[config.mk]
export PLATFORM = sky130hd
export DESIGN_NAME = asmd_multiplier_flat
export DESIGN_NICKNAME = d
export VERILOG_FILES = /design/src/rtl/asmd_multiplier_if.sv /design/src/rtl/asmd_multiplier.sv /design/src/flat_wrapper.sv
export SDC_FILE = /design/constraint.sdc
export NUM_CORES = 1
export LEC_CHECK = 0
export ABC_CLOCK_PERIOD_IN_PS = 5000
export BUFFER_PORTS_ARGS = -buffer_cell sky130_fd_sc_hd__buf_2
export CAP_MARGIN = 40
export CORE_UTILIZATION = 45
export CTS_CLUSTER_SIZE = 28
export DETAILED_ROUTE_END_ITERATION = 6
export PLACE_DENSITY = 0.7
export SLEW_MARGIN = 0
export SYNTH_ARGS = -nofsm -noshare
export SYNTH_HDL_FRONTEND = slang
export SYNTH_SLANG_ARGS = --single-unit
export TNS_END_PERCENT = 100
[constraint.sdc]
create_clock -name clk -period 5 [get_ports clk]
set_input_delay 0.25 -clock clk [delete_from_list [all_inputs] [get_ports clk]]
set_output_delay 0.25 -clock clk [all_outputs]
set_load 0.01 [all_outputs]
[src/rtl/asmd_multiplier_if.sv]
// Operand/result bundle for asmd_multiplier: the master drives operands and start,
// the slave returns product and ready.
interface asmd_multiplier_if #(
  parameter int word_length = 8
) ();
  logic [word_length-1:0]   word0;
  logic [word_length-1:0]   word1;
  logic                     start;
  logic [2*word_length-1:0] product;
  logic                     ready;

  modport master (output word0, output word1, output start,
                  input  product, input ready);
  modport slave  (input  word0, input word1, input start,
                  output product, output ready);
endinterface

[src/rtl/asmd_multiplier.sv]
// Unsigned ASMD shift-add multiplier (S_IDLE / S_ADD / S_SHIFT), two cycles per multiplier bit.
// Optional feature macro ASMD_MULT_EARLY_EXIT_EN: finish as soon as the remaining multiplier bits are zero.
module asmd_multiplier #(
  parameter int word_length = 8
) (
  input  logic               clk,
  input  logic               reset,
  asmd_multiplier_if.slave   bus
);
  localparam int W     = word_length;
  localparam int CNT_W = $clog2(W) + 1;
  localparam logic [CNT_W-1:0] LAST_CNT = CNT_W'(W - 1);

  typedef enum logic [1:0] {S_IDLE = 2'd0, S_ADD = 2'd1, S_SHIFT = 2'd2} state_t;

  state_t           r_state;
  state_t           w_next_state;
  logic [2*W-1:0]   r_multiplicand;
  logic [W-1:0]     r_multiplier;
  logic [2*W-1:0]   r_product;
  logic [CNT_W-1:0] r_counter;
  logic             w_last;
  logic             w_ready;

  always_ff @(posedge clk) begin
    if (reset) r_state <= S_IDLE;
    else       r_state <= w_next_state;
  end

`ifdef ASMD_MULT_EARLY_EXIT_EN
  // Stop once no set bits remain after this shift; the counter still bounds the loop.
  assign w_last = (r_counter == LAST_CNT) || ((r_multiplier >> 1) == '0);
`else
  assign w_last = (r_counter == LAST_CNT);
`endif

  always_comb begin
    w_next_state = r_state;
    case (r_state)
      S_IDLE:  if (bus.start) w_next_state = S_ADD;
      S_ADD:   w_next_state = S_SHIFT;
      S_SHIFT: w_next_state = w_last ? S_IDLE : S_ADD;
      default: w_next_state = S_IDLE;
    endcase
  end

  always_comb begin
    w_ready = (r_state == S_IDLE);
  end

  // Datapath: operands are captured only on the accepting edge; idle without start holds all.
  always_ff @(posedge clk) begin
    if (reset) begin
      r_multiplicand <= '0;
      r_multiplier   <= '0;
      r_product      <= '0;
      r_counter      <= '0;
    end else begin
      case (r_state)
        S_IDLE: if (bus.start) begin
          r_multiplicand <= {{W{1'b0}}, bus.word0};
          r_multiplier   <= bus.word1;
          r_product      <= '0;
          r_counter      <= '0;
        end
        S_ADD: if (r_multiplier[0]) r_product <= r_product + r_multiplicand;
        S_SHIFT: begin
          r_multiplicand <= r_multiplicand << 1;
          r_multiplier   <= r_multiplier >> 1;
          r_counter      <= r_counter + 1'b1;
        end
        default: ;
      endcase
    end
  end

  assign bus.product = r_product;
  assign bus.ready   = w_ready;
endmodule

[src/flat_wrapper.sv]
// flat-port wrapper written by rule: the top's interface ports become plain ports
module asmd_multiplier_flat 
#(
  parameter int word_length = 8
)
  (clk, reset, bus_word0, bus_word1, bus_start, bus_product, bus_ready);
  asmd_multiplier_if #(.word_length(word_length)) bus_i ();
  input  logic clk;
  input  logic reset;
  input wire logic [$bits(bus_i.word0)-1:0] bus_word0;
  input wire logic [$bits(bus_i.word1)-1:0] bus_word1;
  input wire logic [$bits(bus_i.start)-1:0] bus_start;
  output wire logic [$bits(bus_i.product)-1:0] bus_product;
  output wire logic [$bits(bus_i.ready)-1:0] bus_ready;
  assign bus_i.word0 = bus_word0;
  assign bus_i.word1 = bus_word1;
  assign bus_i.start = bus_start;
  assign bus_product = bus_i.product;
  assign bus_ready = bus_i.ready;
  asmd_multiplier #(.word_length(word_length)) u_core (.clk(clk), .reset(reset), .bus(bus_i));
endmodule
**After elaboration in Yosys (flattened, before gate mapping)**

Index checks and enable logic that the tools add are counted.

- Register bits: 46
- Word-level logic and storage cells: 29
- Input bits: 19
- Output and inout bits: 17

- Eq/ne operators: 5
- Muxes and demuxes: 12
- Reduce and logical (&&, ||, !) cells: 5
- Add/sub/neg operators: 2

Operators by type and width:

| kind | number |
|---|---|
| $pmux 16 s2 | 2 |
| $mux 16 | 3 |
| $add 16x16->16 | 1 |
| $pmux 8 s2 | 1 |
| $mux 8 | 1 |
| $pmux 4 s2 | 1 |
| $pmux 2 s3 | 1 |
| $add 4x1->4 const B | 1 |
| $eq 4x3->1 const B | 1 |
| $mux 4 | 1 |
| $reduce_bool 2->1 | 2 |
| $reduce_and 3->1 | 1 |
| $eq 2x1->1 const B | 1 |
| $eq 2x2->1 const B | 1 |
| $logic_not 2->1 | 1 |
| $mux 2 | 1 |
| $ne 2x1->1 const B | 1 |
| $ne 2x2->1 const B | 1 |
| $reduce_and 2->1 | 1 |
| $mux 1 | 1 |

**Logic depth before layout (Yosys ltp)**

- Word-level depth: 3
- Gate-level depth with buffers: 9
- Mapped depth without buffers: 9

**Worst setup path after synthesis**

No wires, ideal clock.

- Path type: register to register
- Start point: reg u_core.r_product[0] (netlist: u_core.bus.product[0])
- End point: reg u_core.r_product[10] (netlist: u_core.bus.product[10])
- Setup slack: 3.034 ns
- Data arrival time: 1.837 ns
- Cell stages (with the launch flop): 10
- Data required time: 4.871 ns
- Setup time: 0.129 ns
- Clock period less this slack: 1.966 ns
- Buffers on the path: 0
- Cells stage by stage: dfxtp_1 ha_1 inv_1 fa_1 nor2b_1 o211ai_1 a31oi_1 a31oi_1 xor2_1 o21ai_1

- Word-level cells in the longest chain between the ends: 3

RTL lines:

| element | RTL line | source |
|---|---|---|
| start: declaration | asmd_multiplier.sv:20 | `logic [2*W-1:0] r_product;` |
| start signal: assignment | asmd_multiplier.sv:66 | `S_ADD: if (r_multiplier[0]) r_product <= r_product + r_multiplicand;` |
| $add 16x16->16 | asmd_multiplier.sv:66 |  |
| $mux 16 | asmd_multiplier.sv:66 |  |
| $pmux 16 s2 | asmd_multiplier.sv:59 | `case (r_state)` |

Every way passes these cells. The select of a mux whose other input is x is not followed.
A chain may end at the register's enable or synchronous reset.

**Worst setup path after layout**

- Start point: reg u_core.r_state[1]
- End point: reg u_core.r_product[13] (netlist: u_core.bus.product[13])

- Word-level cells in the longest chain between the ends: 3
- Elaborated cells on any way between the ends: 7
- Classes of those cells: eq/ne: 3; mux: 1; reduce/logical: 3

RTL lines:

| element | RTL line | source |
|---|---|---|
| start: declaration | asmd_multiplier.sv:16 | `state_t r_state;` |
| start signal: assignment | asmd_multiplier.sv:27 | `else r_state <= w_next_state;` |
| $eq 2x1->1 or $logic_not 2->1 (tied branches) | asmd_multiplier.sv:59 |  |
| $ne 2x1->1 (no source line), or another cell as far along | - |  |
| $reduce_and 3->1 (no source line) | - |  |

Parallel ways exist; a longest one is shown, timed or not.

==> run metrics <==
gr ovfl total 0; final wirelength 5.85 mm; library cells used by synthesis 51; GRT met3 Usage 3.33%; All-Layer GR Usage 19.5%; Buf+Inv Stages, Crit Path 0; multi-input logic area 0.00162 mm2; cts repair resizes 0; register area share after synthesis 34.3%; Yosys top cell by area dfxtp_1; routed vias/inst 5.52; Max clock buf depth 2; CTS Hold Bufs 0; status finished clean; diodes inserted 0; Synth area leaders dfxtp_1 (34%), nor2_1 (8.5%), a21oi_1 (7.8%); RD Place Congestion 0.877; Tightest Hold Check Type in2reg; largest net degree at the start of global routing 40; Syn Std Cell Area 0.00268 mm2; Starting DRT DRC Count 127; fillers 558; postcts setup bufs 0; Worst Setup Path Type reg2reg; number of placed I/O pins 36; Leak 0.00124 uW; critical path arrival 2.51 ns; power share of the combinational group 12.9%; first-pass GRT wire length 9.59 mm; Post-Syn Instances 342; P_sw 200 uW; Tmin final 2.29 ns; Rel. slew slack 43.6%; Initial Util 47.6%; DR WL/cell 13.4 um; crit-path cells or2_1, nor2b_1, nand2_1, o31ai_2; number of global-route vias before repair 2069; Most Crowded Layer GR met2; share of cells above drive strength 1 16.4%; setup ws final 2.71 ns; pre-CTS WS 2.74 ns; Synth top area share 34.3%; net switching fraction of the power 26.4%; Root Buffer clkbuf_8; post-route ant nets 0; PD cells 255 mW/mm2; Remaining DRCs 0; Synth Net Count 378; VDD IR max 0.157 mV; Crit path max-delay family simple AND/OR/NAND/NOR gates; met2 Resource Use GR 31.3%; CP Max Fanout 26; Worst-path clk slew 0.09 ns; Min-Delay Path Depth 5; CTS tree done; dpl hpwl 4.07 mm; # setup viols final 0; RSZ-0062 raised after global routing false; Total Power 760 uW; CTS sink count 46; Skew-Pair Late Insertion Delay 0.30 ns; WP data required 5.22 ns; Crit. End Element register; max-slew violations 0; Die Span Y 79.2 um; Core Util, Final 52.9%; P&R area growth vs syn 11.2%; grt met1 use 26.0%; H-tree levels 2; highest clock rate 436 MHz; number of max-cap violations 0; antenna violations before repair 0; Register Area 921 um2; TNS Setup 0 ns; final hold vios 0; Worst-Margin Slew 0.844 ns; sequential share of power 51.8%; TritonCTS buffer count 5; YS warnings 0; vias after detailed routing 2413; DRT Pass-1 Iters 4; die area 0.00628 mm2; stages on the worst setup path 4; Core Footprint 0.00564 mm2; num rows 27; Internal 560 uW; I/O Buffers 35; final worst path period share 45.8%; Clock power frac 35.2%; delay of the slowest critical-path stage 0.88 ns; Reg2Reg Depth 4; syn_area_per_cell 7.85 um2; NumNets Final 400; Setup Skew 0.0133 ns; commonest non-fill, non-tap cells in the layout nor2_1 (61), dfxtp_1 (46), a21oi_1 (42), buf_2 (35), nand2_1 (22); Slowest cell on crit path dfxtp_1; die width 79.2 um; commonest non-fill, non-tap cell in the layout nor2_1; Worst setup SP type register; Synth Register Bits 46
layer usage:
| layer | vias up | share of wire, % | wire length, um |
|---|---|---|---|
| li1 | 1251 | - | - |
| met1 | 1111 | 50 | 2910 |
| met2 | 45 | 46 | 2670 |
| met3 | 6 | 3.2 | 186 |
| met4 | 0 | 1.2 | 71 |
| met5 | - | 0 | 0 |
tightest hold or removal path: cells and delay by family:
| kind | cells | cell delay (ns) |
|---|---|---|
| AO/OA/AOI/OAI | 2 | 0.10 |
| buffers and inverters | 1 | 0.08 |
| AND/OR/NAND/NOR | 2 | 0.15 |
path summary, 6_finish.rpt:
kind                                          endpoint                   from  slack, ns
worst min-delay path            u_core.r_multiplier[7]           bus_word1[7]       0.31
worst min register to register   u_core.bus.product[9]  u_core.bus.product[9]       0.46
worst max-delay path            u_core.bus.product[13]      u_core.r_state[1]       2.71
worst max register to register  u_core.bus.product[13]      u_core.r_state[1]       2.71
state kept, by name (all words and copies together) (netlist names):
register	count
u_core.bus.product	16
u_core.r_multiplicand	16
u_core.r_multiplier	8
u_core.r_counter	4
u_core.r_state	2
stage by stage:
step	area, um2	std cells	hold slack [ns]
floorplan	2680	342	0.465
global placement	2860	427	0.452
detailed placement	2880	429	0.456
CTS	2990	437	0.310
global route	2990	437	0.347
finish	2990	437	0.305
cells by family after synthesis:
family                     after synthesis  share of synthesized area (%)
and+or+nand+nor                        126                           22.0
AOI/OAI and AO/OA                      106                           26.2
DFF                                     46                           34.3
buffers and inverters                   35                           5.27
adders and majority gates               17                           8.21
xor gates and xnor gates                11                           3.59
muxes                                    1                          0.373
cell usage after synthesis (all sizes together):
cell,instances
a221oi,1
nand3,3
o221a,6
o21ai,16
fa,1
nor2,62
a2111oi,5
mux2i,1
a21oi,43
a32oi,2
and4b,1
a22oi,12
nor2b,15
o21a,2
and4,1
a211oi,3
dfxtp,46
or2,1
inv,12
nor3,7
a311o,1
o211ai,3
nand4b,1
a31oi,3
a21o,1
buf,8
nand4,1
ha,16
o21bai,3
xnor2,4
or3,4
o22ai,1
o31a,2
and3,2
a31o,1
xor2,7
nand3b,1
and2,1
nand2,23
o31ai,1
nand2b,3
clkbuf,15
area by class of cell:
type,instances,area share [%]
Multi-Input combinational cell,261,54.3
Sequential cell,46,30.8
Timing Repair Buffer,38,6.62
Clock buffer,8,3.69
Tap cell,72,3.02
Inverter,12,1.51
power by group through the flow:
stage	Combinational, uW	Sequential [uW]	Clock [uW]
after floorplan	78.0	397	0
after global placement	95.3	402	0
after detailed placement	98.2	403	0
after CTS	98.7	394	274
after global routing	112	397	282
final	98.5	394	268
(Power assumes the default switching activity.)
